[config.mk]
export PLATFORM = sky130hd
export DESIGN_NAME = fft8_seq
export DESIGN_NICKNAME = d
export VERILOG_FILES = /design/src/rtl/fft8_seq.sv
export SDC_FILE = /design/constraint.sdc
export NUM_CORES = 1
export LEC_CHECK = 0
export ABC_AREA = 1
export BUFFER_PORTS_ARGS = -buffer_cell sky130_fd_sc_hd__clkbuf_2
export CORE_MARGIN = 4
export CORE_UTILIZATION = 25
export DETAILED_ROUTE_END_ITERATION = 8
export SYNTH_ARGS = -nofsm -noshare
export SYNTH_HDL_FRONTEND = slang
export SYNTH_SLANG_ARGS = --single-unit
export TNS_END_PERCENT = 50
[constraint.sdc]
create_clock -name c -period 1.8 [get_ports c]
set_input_delay 0.27 -clock c [delete_from_list [all_inputs] [get_ports c]]
set_output_delay 0.27 -clock c [all_outputs]
set_load 0.02 [all_outputs]
[src/rtl/fft8_seq.sv]
// fft8_seq: loads 8 serial samples into the FFT buffer, then fires the three stage strobes and holds result-valid.
// Latency: each write is visible 1 cycle after its accept; s[0] at k+1, s[1] at k+1+P, s[2] at k+1+2P, res_vld at k+1+3P (P=STB_W+GAP).
// Backpressure: x_rdy only in LOAD with e high; DONE holds res_vld until res_rdy; e low freezes everything.
module fft8_seq #(
  parameter int DW    = 2,
  parameter int STB_W = 1,
  parameter int GAP   = 1
) (
  input  logic          c,
  input  logic          r,
  input  logic          e,
  input  logic          abort,
  input  logic [DW-1:0] x_in,
  input  logic          x_vld,
  output logic          x_rdy,
  output logic          buf_we,
  output logic [2:0]    buf_addr,
  output logic [DW-1:0] buf_wd,
  output logic          buf_clr,
  output logic [2:0]    s,
  output logic          res_vld,
  input  logic          res_rdy,
  output logic          busy,
  output logic [7:0]    frm_cnt
);

  typedef enum logic [2:0] {LOAD, DRAIN, STG0, STG1, STG2, DONE} state_t;

  // The phase counter restarts between the high and gap parts of a stage, so 4 bits cover both halves.
  localparam logic [3:0] STB_LAST = 4'(STB_W - 1);
  localparam logic [3:0] GAP_LAST = 4'(GAP - 1);

  state_t        r_state, w_state_nxt;
  logic [2:0]    r_smp_cnt, w_smp_cnt_nxt;
  logic [3:0]    r_phase, w_phase_nxt;
  logic          r_we, w_we_nxt;
  logic [2:0]    r_addr, w_addr_nxt;
  logic [DW-1:0] r_wd, w_wd_nxt;
  logic          r_clr, w_clr_nxt;
  logic [2:0]    r_s, w_s_nxt;
  logic          r_res, w_res_nxt;
  logic [7:0]    r_frm, w_frm_nxt;

  logic w_acc, w_stg, w_hi, w_hi_end, w_gap_end;

  assign x_rdy     = (r_state == LOAD) & e & r;
  assign w_acc     = x_vld & x_rdy;
  assign w_stg     = (r_state == STG0) | (r_state == STG1) | (r_state == STG2);
  assign w_hi      = |r_s;
  assign w_hi_end  = w_stg & w_hi & (r_phase == STB_LAST);
  assign w_gap_end = w_stg & ~w_hi & (r_phase == GAP_LAST);

  // State register
  always_ff @(posedge c or negedge r) begin
    if (!r) r_state <= LOAD;
    else    r_state <= w_state_nxt;
  end

  // Next-state logic: abort overrides everything, e low holds the state
  always_comb begin
    w_state_nxt = r_state;
    if (abort) begin
      w_state_nxt = LOAD;
    end else if (e) begin
      case (r_state)
        LOAD:    if (w_acc && r_smp_cnt == 3'd7) w_state_nxt = DRAIN;
        DRAIN:   w_state_nxt = STG0;
        STG0:    if (w_gap_end) w_state_nxt = STG1;
        STG1:    if (w_gap_end) w_state_nxt = STG2;
        STG2:    if (w_gap_end) w_state_nxt = DONE;
        DONE:    if (res_rdy) w_state_nxt = LOAD;
        default: w_state_nxt = LOAD;
      endcase
    end
  end

  // Output logic: next values for every registered output and counter
  always_comb begin
    w_smp_cnt_nxt = r_smp_cnt;
    w_phase_nxt   = r_phase;
    w_we_nxt      = 1'b0;
    w_addr_nxt    = r_addr;
    w_wd_nxt      = r_wd;
    w_clr_nxt     = 1'b0;
    w_s_nxt       = r_s;
    w_res_nxt     = r_res;
    w_frm_nxt     = r_frm;
    if (abort) begin
      w_smp_cnt_nxt = 3'd0;
      w_phase_nxt   = 4'd0;
      w_addr_nxt    = 3'd0;
      w_clr_nxt     = 1'b1;
      w_s_nxt       = 3'b000;
      w_res_nxt     = 1'b0;
    end else if (e) begin
      if (w_acc) begin
        w_we_nxt      = 1'b1;
        w_addr_nxt    = r_smp_cnt;
        w_wd_nxt      = x_in;
        w_smp_cnt_nxt = r_smp_cnt + 3'd1;
      end
      case (r_state)
        DRAIN: begin
          w_s_nxt     = 3'b001;
          w_phase_nxt = 4'd0;
        end
        STG0, STG1, STG2: begin
          if (w_hi_end) begin
            w_s_nxt     = 3'b000;
            w_phase_nxt = 4'd0;
          end else if (w_gap_end) begin
            w_phase_nxt = 4'd0;
            if (r_state == STG0)      w_s_nxt = 3'b010;
            else if (r_state == STG1) w_s_nxt = 3'b100;
            else                      w_res_nxt = 1'b1;
          end else begin
            w_phase_nxt = r_phase + 4'd1;
          end
        end
        DONE: begin
          if (res_rdy) begin
            w_res_nxt = 1'b0;
            w_frm_nxt = r_frm + 8'd1;
          end
        end
        default: ;
      endcase
    end
  end

  // Datapath registers and counters
  always_ff @(posedge c or negedge r) begin
    if (!r) begin
      r_smp_cnt <= 3'd0;
      r_phase   <= 4'd0;
      r_we      <= 1'b0;
      r_addr    <= 3'd0;
      r_wd      <= '0;
      r_clr     <= 1'b0;
      r_s       <= 3'b000;
      r_res     <= 1'b0;
      r_frm     <= 8'd0;
    end else begin
      r_smp_cnt <= w_smp_cnt_nxt;
      r_phase   <= w_phase_nxt;
      r_we      <= w_we_nxt;
      r_addr    <= w_addr_nxt;
      r_wd      <= w_wd_nxt;
      r_clr     <= w_clr_nxt;
      r_s       <= w_s_nxt;
      r_res     <= w_res_nxt;
      r_frm     <= w_frm_nxt;
    end
  end

  assign buf_we   = r_we;
  assign buf_addr = r_addr;
  assign buf_wd   = r_wd;
  assign buf_clr  = r_clr;
  assign s        = r_s;
  assign res_vld  = r_res;
  assign busy     = (r_state != LOAD);
  assign frm_cnt  = r_frm;

endmodule

==> reports/metrics.yaml, run 1 <==
detailed_routing:
  wl_per_cell_um: 10.8
  via_per_inst: 4.35
  ant_nets: 0
  dr.pass1.iters: 4
  drcViolationCount: 0
  drt_iter0_markers: 38
  wl_um: 3410
  vias: 1370
synthesis:
  synthSimpleGateAreaFrac: 0.352
  synth_top_family_by_area: "simple AND/OR/NAND/NOR gates"
  synth-compound-area-share: 0.0579
  avgSynthCellArea_um2: 8.24
  yosys_warnings: 0
  syn_inst: 202
  syn_area_mm2: 0.00167
  synth_seq_cells: 29
  synth_nets: 215
  ys_seq_area_frac: 0.436
  muxShareOfSynthArea: 0
  synth_fa_ha_area_frac: 0.0376
  synthXorXnorAreaFrac: 0.0466
  yosys.cell_types.count: 25
critical_path:
  required_ps: 1530
  path_cells: "nor2_2 > nand2_2 > nor2_4 > clkbuf_2"
  start_kind: "flop"
  slowest_stage: "dfrtp_1"
  reg2reg_from: "r_state[0]"
  crit_path_max_fanout: 6
  arrival_ps: 1360
  crit_path_max_incr_delay_ps: 450
  cp-startpoint: "r_state[0]"
  worstSetupPathType: "flop to output port"
  crit_family: "flip-flops"
  end_kind: "output port"
  critPathBufInv: 1
clock_tree:
  cts_buffers: 5
  htree_levels: 2
  clock_latency_ps: 280
  clock_sinks: 29
  hold_buffers: 0
  cts-resized-gates: 0
  clk_path_buf_depth: 2
  root_buffer: "clkbuf_8"
  cts_tree: "built"
  path_clk_slew_ps: 70
  cts_setup_buffers: 0
grt:
  grt_pass1_wl_um: 6020
  grt.total_usage: 0.0960
  grt_overflow: 0
  grt_start_max_net_pins: 30
  antenna_found_initial: 0
  grt_pass1_vias: 1361
placed_design:
  place_area_mm2: 0.00191
  place_inst: 308
  detailed_place_hpwl_um: 2680
  gp_congestion: 0.793
  place_ws_ps: 320
  portBuffers: 28
finish:
  finalInstanceArea_mm2: 0.00201
  nets: 251
  finish.utilization: 0.313
  drive_gt1_frac: 0.282
  syn2layout_area_growth_pct: 20.9
  num_antenna_cells: 0
  final_cells: 315
  fillers: 670
floorplan:
  start_util: 0.259
  fp.dieH_um: 89.6
  die-area_mm2: 0.00803
  core_mm2: 0.00642
  ios: 29
  fp-row-count: 29
  fp.dieW_um: 89.6
timing:
  timing.fmax_mhz: 613
  maxSlewViolCount: 0
  skew_ps: 3.66
  holdWs_ps: 28.6
  finalSetupViolCount: 0
  slew-limit-headroom: 0.756
  fin_ws_ps: 169
  timing.final.crit_share: 0.906
  fin_tns_setup_ps: 0
  rsz0062_at_grt: "false"
  hold_viol: 0
  fin_crit_ps: 1630
  worst_slew_pin_slew_ps: 366
job:
  drv_cap: 0
power_and_ir_drop:
  leakagePower_nw: 1.09
  ir_drop_mv: 0.562
  total_power_mw: 2.50
  power_density_mw_per_mm2: 1240
outcome:
  status: "completed"
worst_hold_path:
  hp-class: "input pin to asynchronous set/reset pin"
-- state kept, by name (all words and copies together), names as in the netlist, 2 cells and up --
signal and cells:
r_state 3, r_phase 4, s 3, buf_wd 2, r_smp_cnt 3, frm_cnt 8, buf_addr 3
-- cell families (layout without fill, tap and decap cells) --
group	after synthesis	in the layout
xor+xnor	8	8
fa+ha+maj	5	5
compound gates	16	16
buf+inv	29	65
simple gates	115	115
flops	29	29
-- power breakdown --
part           leakage (nW)  internal, mW  total [mW]  switching, mW
sequential            0.381         0.772       0.887          0.115
clock                0.0540         0.402       0.653          0.251
combinational         0.651         0.306       0.964          0.658
total                  1.09          1.48        2.50           1.02
-- worst paths after layout --
path	to	slack, ps	cells past startpoint
worst max-delay path	x_rdy	170	4
worst min-delay path	r_state[0]	30	2
worst max register to register	s[2]	390	8
worst min register to register	res_vld	480	2
max in group asynchronous	buf_wd[1]	1490	2
min in group c	buf_wd[0]	190	3
-- cell type report --
cell class | count | area (µm²) | area share
Clock inverter | 2 | 35.0 | 0.0174
Clock buffer | 5 | 68.8 | 0.0342
Multi-Input combinational cell | 144 | 822 | 0.408
Inverter | 28 | 110 | 0.0547
Sequential cell | 29 | 726 | 0.360
Timing Repair Buffer | 30 | 155 | 0.0771
Tap cell | 77 | 96.3 | 0.0479
-- cell usage after synthesis --
cell type | number | area, µm²
xnor2_1 | 1 | 8.76
nand2_1 | 56 | 210
o21ai_0 | 8 | 40.0
o21bai_4 | 1 | 18.8
xor2_1 | 6 | 52.6
inv_1 | 21 | 78.8
o21ai_1 | 4 | 20.0
nand4_1 | 8 | 50.1
nand3_1 | 13 | 65.1
nand2_2 | 5 | 31.3
nor2_4 | 5 | 56.3
o211ai_1 | 1 | 7.51
dfrtp_1 | 29 | 726
buf_4 | 1 | 7.51
inv_2 | 6 | 22.5
nor2_1 | 15 | 56.3
nand2_4 | 3 | 33.8
xor2_2 | 1 | 16.3
a21oi_1 | 2 | 10.0
nor3_2 | 1 | 10.0
inv_6 | 1 | 8.76
ha_1 | 5 | 62.6
nand3_2 | 5 | 50.1
nor3_1 | 2 | 10.0
nor2_2 | 2 | 12.5
-- cell usage in the layout (no fill, tap or decap), drive strengths merged --
master  instances
nor2           22
ha              5
buf             2
dfrtp          29
clkinv          1
o21bai          1
nand4           8
xor2            7
nor3            3
a21oi           2
clkbuf         33
inv            28
o21ai          12
o211ai          1
nand3          18
xnor2           1
bufinv          1
nand2          64
-- metal layers --
layer  wire length, µm  global-route usage
met1              1620               0.131
met2              1490               0.144
met3               291              0.0365
met4                 8              0.0244
met5                 0                   0
(Power assumes the default switching activity.)
==> inputs of run 2 (changes only) <==
--- a/config.mk
+++ b/config.mk
@@ -8,8 +8,9 @@
 export ABC_AREA = 1
 export BUFFER_PORTS_ARGS = -buffer_cell sky130_fd_sc_hd__clkbuf_2
 export CORE_MARGIN = 4
-export CORE_UTILIZATION = 25
+export CORE_UTILIZATION = 55
 export DETAILED_ROUTE_END_ITERATION = 8
+export PLACE_DENSITY = 0.79
 export SYNTH_ARGS = -nofsm -noshare
 export SYNTH_HDL_FRONTEND = slang
 export SYNTH_SLANG_ARGS = --single-unit
==> run 2 against run 1 <==
Effect of this change: flip-flop and latch count unchanged; largest cell class unchanged; clock skew about the same; combinational power is essentially flat; critical path type unchanged; critical endpoint unchanged.
==> reports/metrics.yaml, run 2 (same netlist as run 1, synthesis figures left out) <==
clock_tree:
  cts_tree: "built"
  clock_sinks: 29  # unchanged
  root_buffer: "clkbuf_4"
  clock_latency_ps: 330  # +50 ps
  path_clk_slew_ps: 90  # +20 ps
  clk_path_buf_depth: 2  # unchanged
  cts_setup_buffers: 0  # unchanged
  cts_buffers: 5  # unchanged
  htree_levels: 2  # unchanged
detailed_routing:
  vias: 1380  # +0.73%
  dr.pass1.iters: 4  # unchanged
  drcViolationCount: 0  # unchanged
  wl_per_cell_um: 11.9  # +10%
  drt_iter0_markers: 84  # +120%
  wl_um: 3230  # -5.1%
  via_per_inst: 5.09  # +17%
  ant_nets: 0  # unchanged
grt:
  use_met1: 0.239  # +0.109
  grt_pass1_wl_um: 5870  # -2.5%
  grt_start_max_net_pins: 30  # unchanged
  busiest_layer: "met2"
  grt.total_usage: 0.189  # +0.0932
  use_met2: 0.286  # +0.142
  grt_pass1_vias: 1314  # -3.5%
  met3_usage: 0.0647  # +0.0283
  antenna_found_initial: 0  # unchanged
  grt_overflow: 0  # unchanged
critical_path:
  crit_path_max_fanout: 6  # unchanged
  arrival_ps: 1400  # +40 ps
  worstSetupPathType: "flop to output port"
  regToRegSetupSlack_ps: 400  # about the same
  required_ps: 1530  # about the same
  slowest_stage: "dfrtp_2"
  path_cells: "nor2_2 > nand2_2 > nor2_4 > clkbuf_2"
  start_kind: "flop"
  crit_path_max_incr_delay_ps: 460  # about the same
  end_kind: "output port"
floorplan:
  core_mm2: 0.00283  # -56%
  die-area_mm2: 0.00397  # -51%
  fp.dieH_um: 63.0  # -30%
  fp-row-count: 19  # -34%
  start_util: 0.589  # +0.329
  ios: 29  # unchanged
  fp.dieW_um: 63.0  # -30%
power_and_ir_drop:
  leakagePower_nw: 1.07  # -1.8%
  power_density_mw_per_mm2: 1160  # -6.6%
  ir_drop_mv: 0.841  # +50%
timing:
  timing.final.crit_share: 0.927  # +0.0214
  fin_tns_setup_ps: 0  # unchanged
  timing.fmax_mhz: 599  # -2.3%
  fin_crit_ps: 1670  # +38.6 ps
  slew-limit-headroom: 0.763  # +0.00692
  rsz0062_at_grt: "false"
  skew_ps: 3.81  # +0.151 ps
  fin_ws_ps: 131  # -38.6 ps
  hold_viol: 0  # unchanged
  maxSlewViolCount: 0  # unchanged
  finalSetupViolCount: 0  # unchanged
  worst_slew_pin_slew_ps: 355  # -10.4 ps
finish:
  final_cell_mix: "56 x nand2_1, 28 x dfrtp_1, 28 x clkbuf_2"
  syn2layout_area_growth_pct: 15.0
  drive_gt1_frac: 0.283  # +0.00182
  num_antenna_cells: 0  # unchanged
  nets: 252  # +0.40%
  final_common_cell: "nand2_1"
  largest_reg_flops: 8  # unchanged
placed_design:
  detailed_place_hpwl_um: 2530  # -5.8%
  gp_congestion: 0.873  # +10%
  place_ws_ps: 340  # +20.8 ps
  portBuffers: 28  # unchanged
job:
  drv_cap: 0  # unchanged
outcome:
  status: "completed"
worst_hold_path:
  hp-class: "input pin to flop"
run 2: power breakdown:
part           leakage, nW  internal [mW]  total [mW]  switching (mW)
logic                0.656          0.308       0.966           0.658
registers            0.379          0.773       0.886           0.114
clock network       0.0320          0.148       0.373           0.225
run 2: per-stage QoR:
stage                util  instances  hold slack [ps]  total power, mW  area, µm²
floorplan               -        202            -25.6             1.60       1670
global placement    0.655        262              355             1.86       1850
detailed placement  0.655        262              355             1.86       1850
CTS                 0.676        271              110             2.25       1910
global route        0.677        271              109             2.42       1910
finish              0.677        271              130             2.22       1910
run 2: layout make-up:
type | instances | area (µm²)
clock buffers | 6 | 41.3
clock inverters | 2 | 10.0
fillers | 230 | 915
inverters | 28 | 110
multi-input cells | 144 | 822
flip-flops and latches | 29 | 727
well taps | 31 | 38.8
repair buffers | 31 | 165
run 2: repair_timing:
action	4_1_cts	5_1_grt
gates resized for setup	0	1
hold buffers	1	0
endpoints found under the setup margin	0	1
hold endpoints to repair	29	0
run 2: path summary, 6_finish.rpt:
path | startpoint | to | cells past startpoint
min | abort | buf_clr | 1
min in group asynchronous | r | r_state[2] | 3
min reg2reg | res_vld | res_vld | 2
max | r_state[0] | x_rdy | 4
max reg2reg | r_state[0] | r_state[1] | 8
max in group asynchronous | r | r_state[0] | 3
run 2: critical path: cells and delay by family, from the launching register on:
family	cells	cell delay (ps)
buf+inv	1	190
flops	1	460
simple gates	3	420
run 2: per-layer routing:
layer / part of all wire / wire length [µm]
met1: 0.46 / 1490
met4: 0.026 / 85
met5: 0 / 0
met2: 0.45 / 1440
met3: 0.066 / 213
==> inputs of run 3 (changes only) <==
--- a/config.mk
+++ b/config.mk
@@ -8,9 +8,10 @@
 export ABC_AREA = 1
 export BUFFER_PORTS_ARGS = -buffer_cell sky130_fd_sc_hd__clkbuf_2
 export CORE_MARGIN = 4
-export CORE_UTILIZATION = 55
+export CORE_UTILIZATION = 58
+export CTS_BUF_LIST = sky130_fd_sc_hd__clkbuf_8
 export DETAILED_ROUTE_END_ITERATION = 8
-export PLACE_DENSITY = 0.79
+export PLACE_DENSITY = 0.82
 export SYNTH_ARGS = -nofsm -noshare
 export SYNTH_HDL_FRONTEND = slang
 export SYNTH_SLANG_ARGS = --single-unit
==> run 3 against run 2 <==
Effect of this change: largest power group unchanged; wire length is 4.2% higher; via count decreased by 1.6%; critical path type unchanged; utilization grew 2.6 points; highest routed layer unchanged.
==> reports/metrics.yaml, run 3 (same netlist as run 1, synthesis figures left out) <==
power_and_ir_drop:
  leakagePower_nw: 1.08  # +0.84%
  clock_power_share: 0.216  # +0.048
  ir_drop_mv: 1.06  # +26%
  power_density_mw_per_mm2: 1220  # +5.1%
  seqPwrFrac: 0.375  # -0.023
  internal_power_mw: 1.34  # +9.4%
  total_power_mw: 2.37  # +6.4%
  p_switching_mw: 1.02  # +2.7%
  combPwrFrac: 0.409  # -0.025
  switching_share: 0.432  # -0.0155
grt:
  grt_pass1_vias: 1286  # -2.1%
  grt_start_max_net_pins: 30  # unchanged
  grt_pass1_wl_um: 5660  # -3.5%
  grt_overflow: 0  # unchanged
  antenna_found_initial: 0  # unchanged
  grt.total_usage: 0.207  # +0.0179
floorplan:
  fp-row-count: 19  # unchanged
  ios: 29  # unchanged
  core_mm2: 0.00276  # -2.5%
  start_util: 0.604  # +0.0152
  die-area_mm2: 0.00379  # -4.5%
  fp.dieH_um: 61.6  # -2.3%
  fp.dieW_um: 61.6  # -2.3%
finish:
  regArea_um2: 726  # -0.17%
  final_cell_mix: "56 x nand2_1, 29 x dfrtp_1, 28 x clkbuf_2"
  final_cells: 270  # -0.37%
  largest_reg_flops: 8  # unchanged
  syn2layout_area_growth_pct: 16.4
  nets: 251  # -0.40%
  drive_gt1_frac: 0.285  # +0.00119
  finish.utilization: 0.703  # +0.0261
  final_common_cell: "nand2_1"
  finalInstanceArea_mm2: 0.00194  # +1.2%
  multi_input_comb_area_um2: 822  # unchanged
  num_antenna_cells: 0  # unchanged
  fillers: 224  # -2.6%
detailed_routing:
  ant_nets: 0  # unchanged
  wl_um: 3370  # +4.2%
  drcViolationCount: 0  # unchanged
  wl_per_cell_um: 12.5  # +4.6%
  via_per_inst: 5.03  # -1.2%
  vias: 1358  # -1.6%
  dr.pass1.iters: 4  # unchanged
  drt_iter0_markers: 87  # +3.6%
placed_design:
  portBuffers: 28  # unchanged
  gp_congestion: 0.918  # +5.2%
  place_ws_ps: 335  # -5.73 ps
  place_area_mm2: 0.00185  # unchanged
  detailed_place_hpwl_um: 2600  # +2.6%
  place_inst: 262  # unchanged
clock_tree:
  path_clk_slew_ps: 70  # -20 ps
  cts_buffers: 5  # unchanged
  cts_tree: "built"
  cts-resized-gates: 0  # unchanged
  htree_levels: 2  # unchanged
  cts_setup_buffers: 0  # unchanged
  clock_latency_ps: 280  # -50 ps
  clock_sinks: 29  # unchanged
  hold_buffers: 0  # -1
  root_buffer: "clkbuf_8"
  clk_path_buf_depth: 2  # unchanged
critical_path:
  crit_path_max_fanout: 6  # unchanged
  arrival_ps: 1400  # about the same
  worstSetupPathType: "flop to output port"
  required_ps: 1530  # about the same
  start_kind: "flop"
  end_kind: "output port"
timing:
  rsz0062_at_grt: "false"
  slew-limit-headroom: 0.761  # -0.00229
  timing.final.crit_share: 0.925  # -0.00206
  fin_ws_ps: 134  # +3.71 ps
  fin_crit_ps: 1670  # -3.71 ps
  hold_viol: 0  # unchanged
  timing.fmax_mhz: 600  # +0.22%
  maxSlewViolCount: 0  # unchanged
  fin_tns_setup_ps: 0  # unchanged
  skew_ps: 9.77  # +5.96 ps
  holdWs_ps: 40.4  # -89.5 ps
  finalSetupViolCount: 0  # unchanged
  worst_slew_pin_slew_ps: 359  # +3.44 ps
job:
  drv_cap: 0  # unchanged
outcome:
  status: "completed"
worst_hold_path:
  hp-class: "input pin to asynchronous set/reset pin"
run 3: worst paths after layout:
path / startpoint / to / slack, ps / cells after the start
worst max-delay path: r_state[0] / x_rdy / 130 / 4
worst min-delay path: r / r_state[2] / 40 / 2
worst max register to register: r_state[0] / r_state[1] / 350 / 8
worst min register to register: res_vld / res_vld / 470 / 2
max in group asynchronous: r / frm_cnt[7] / 1480 / 2
min in group c: x_in[1] / buf_wd[1] / 180 / 3
run 3: worst max-delay path, stage by stage, from the launching register on:
cell and delay [ps]:
dfrtp_1 450, nor2_2 200, nand2_2 110, nor2_4 150, clkbuf_2 190
run 3: metal layers:
layer | GRT usage | wire length (µm) | part of all wire | vias to the layer above
li1 | - | - | - | 711
met2 | 0.326 | 1590 | 0.47 | 32
met1 | 0.275 | 1540 | 0.46 | 610
met5 | 0 | 0 | 0 | -
met4 | 0.0727 | 53 | 0.016 | 0
met3 | 0.0566 | 177 | 0.053 | 5
run 3: final cells by class:
type,instances,area share
Clock buffer,5,0.0355
Clock inverter,3,0.00904
Inverter,28,0.0568
Multi-Input combinational cell,144,0.424
Sequential cell,29,0.374
Tap cell,31,0.0200
Timing Repair Buffer,30,0.0801
run 3: power groups by stage:
stage | clock [mW] | sequential, mW | combinational [mW]
CTS | 0.522 | 0.888 | 0.973
floorplan | 0 | 0.991 | 0.613
global route | 0.552 | 0.907 | 1.09
global placement | 0 | 0.895 | 0.964
finish | 0.511 | 0.887 | 0.969
detailed placement | 0 | 0.896 | 0.970
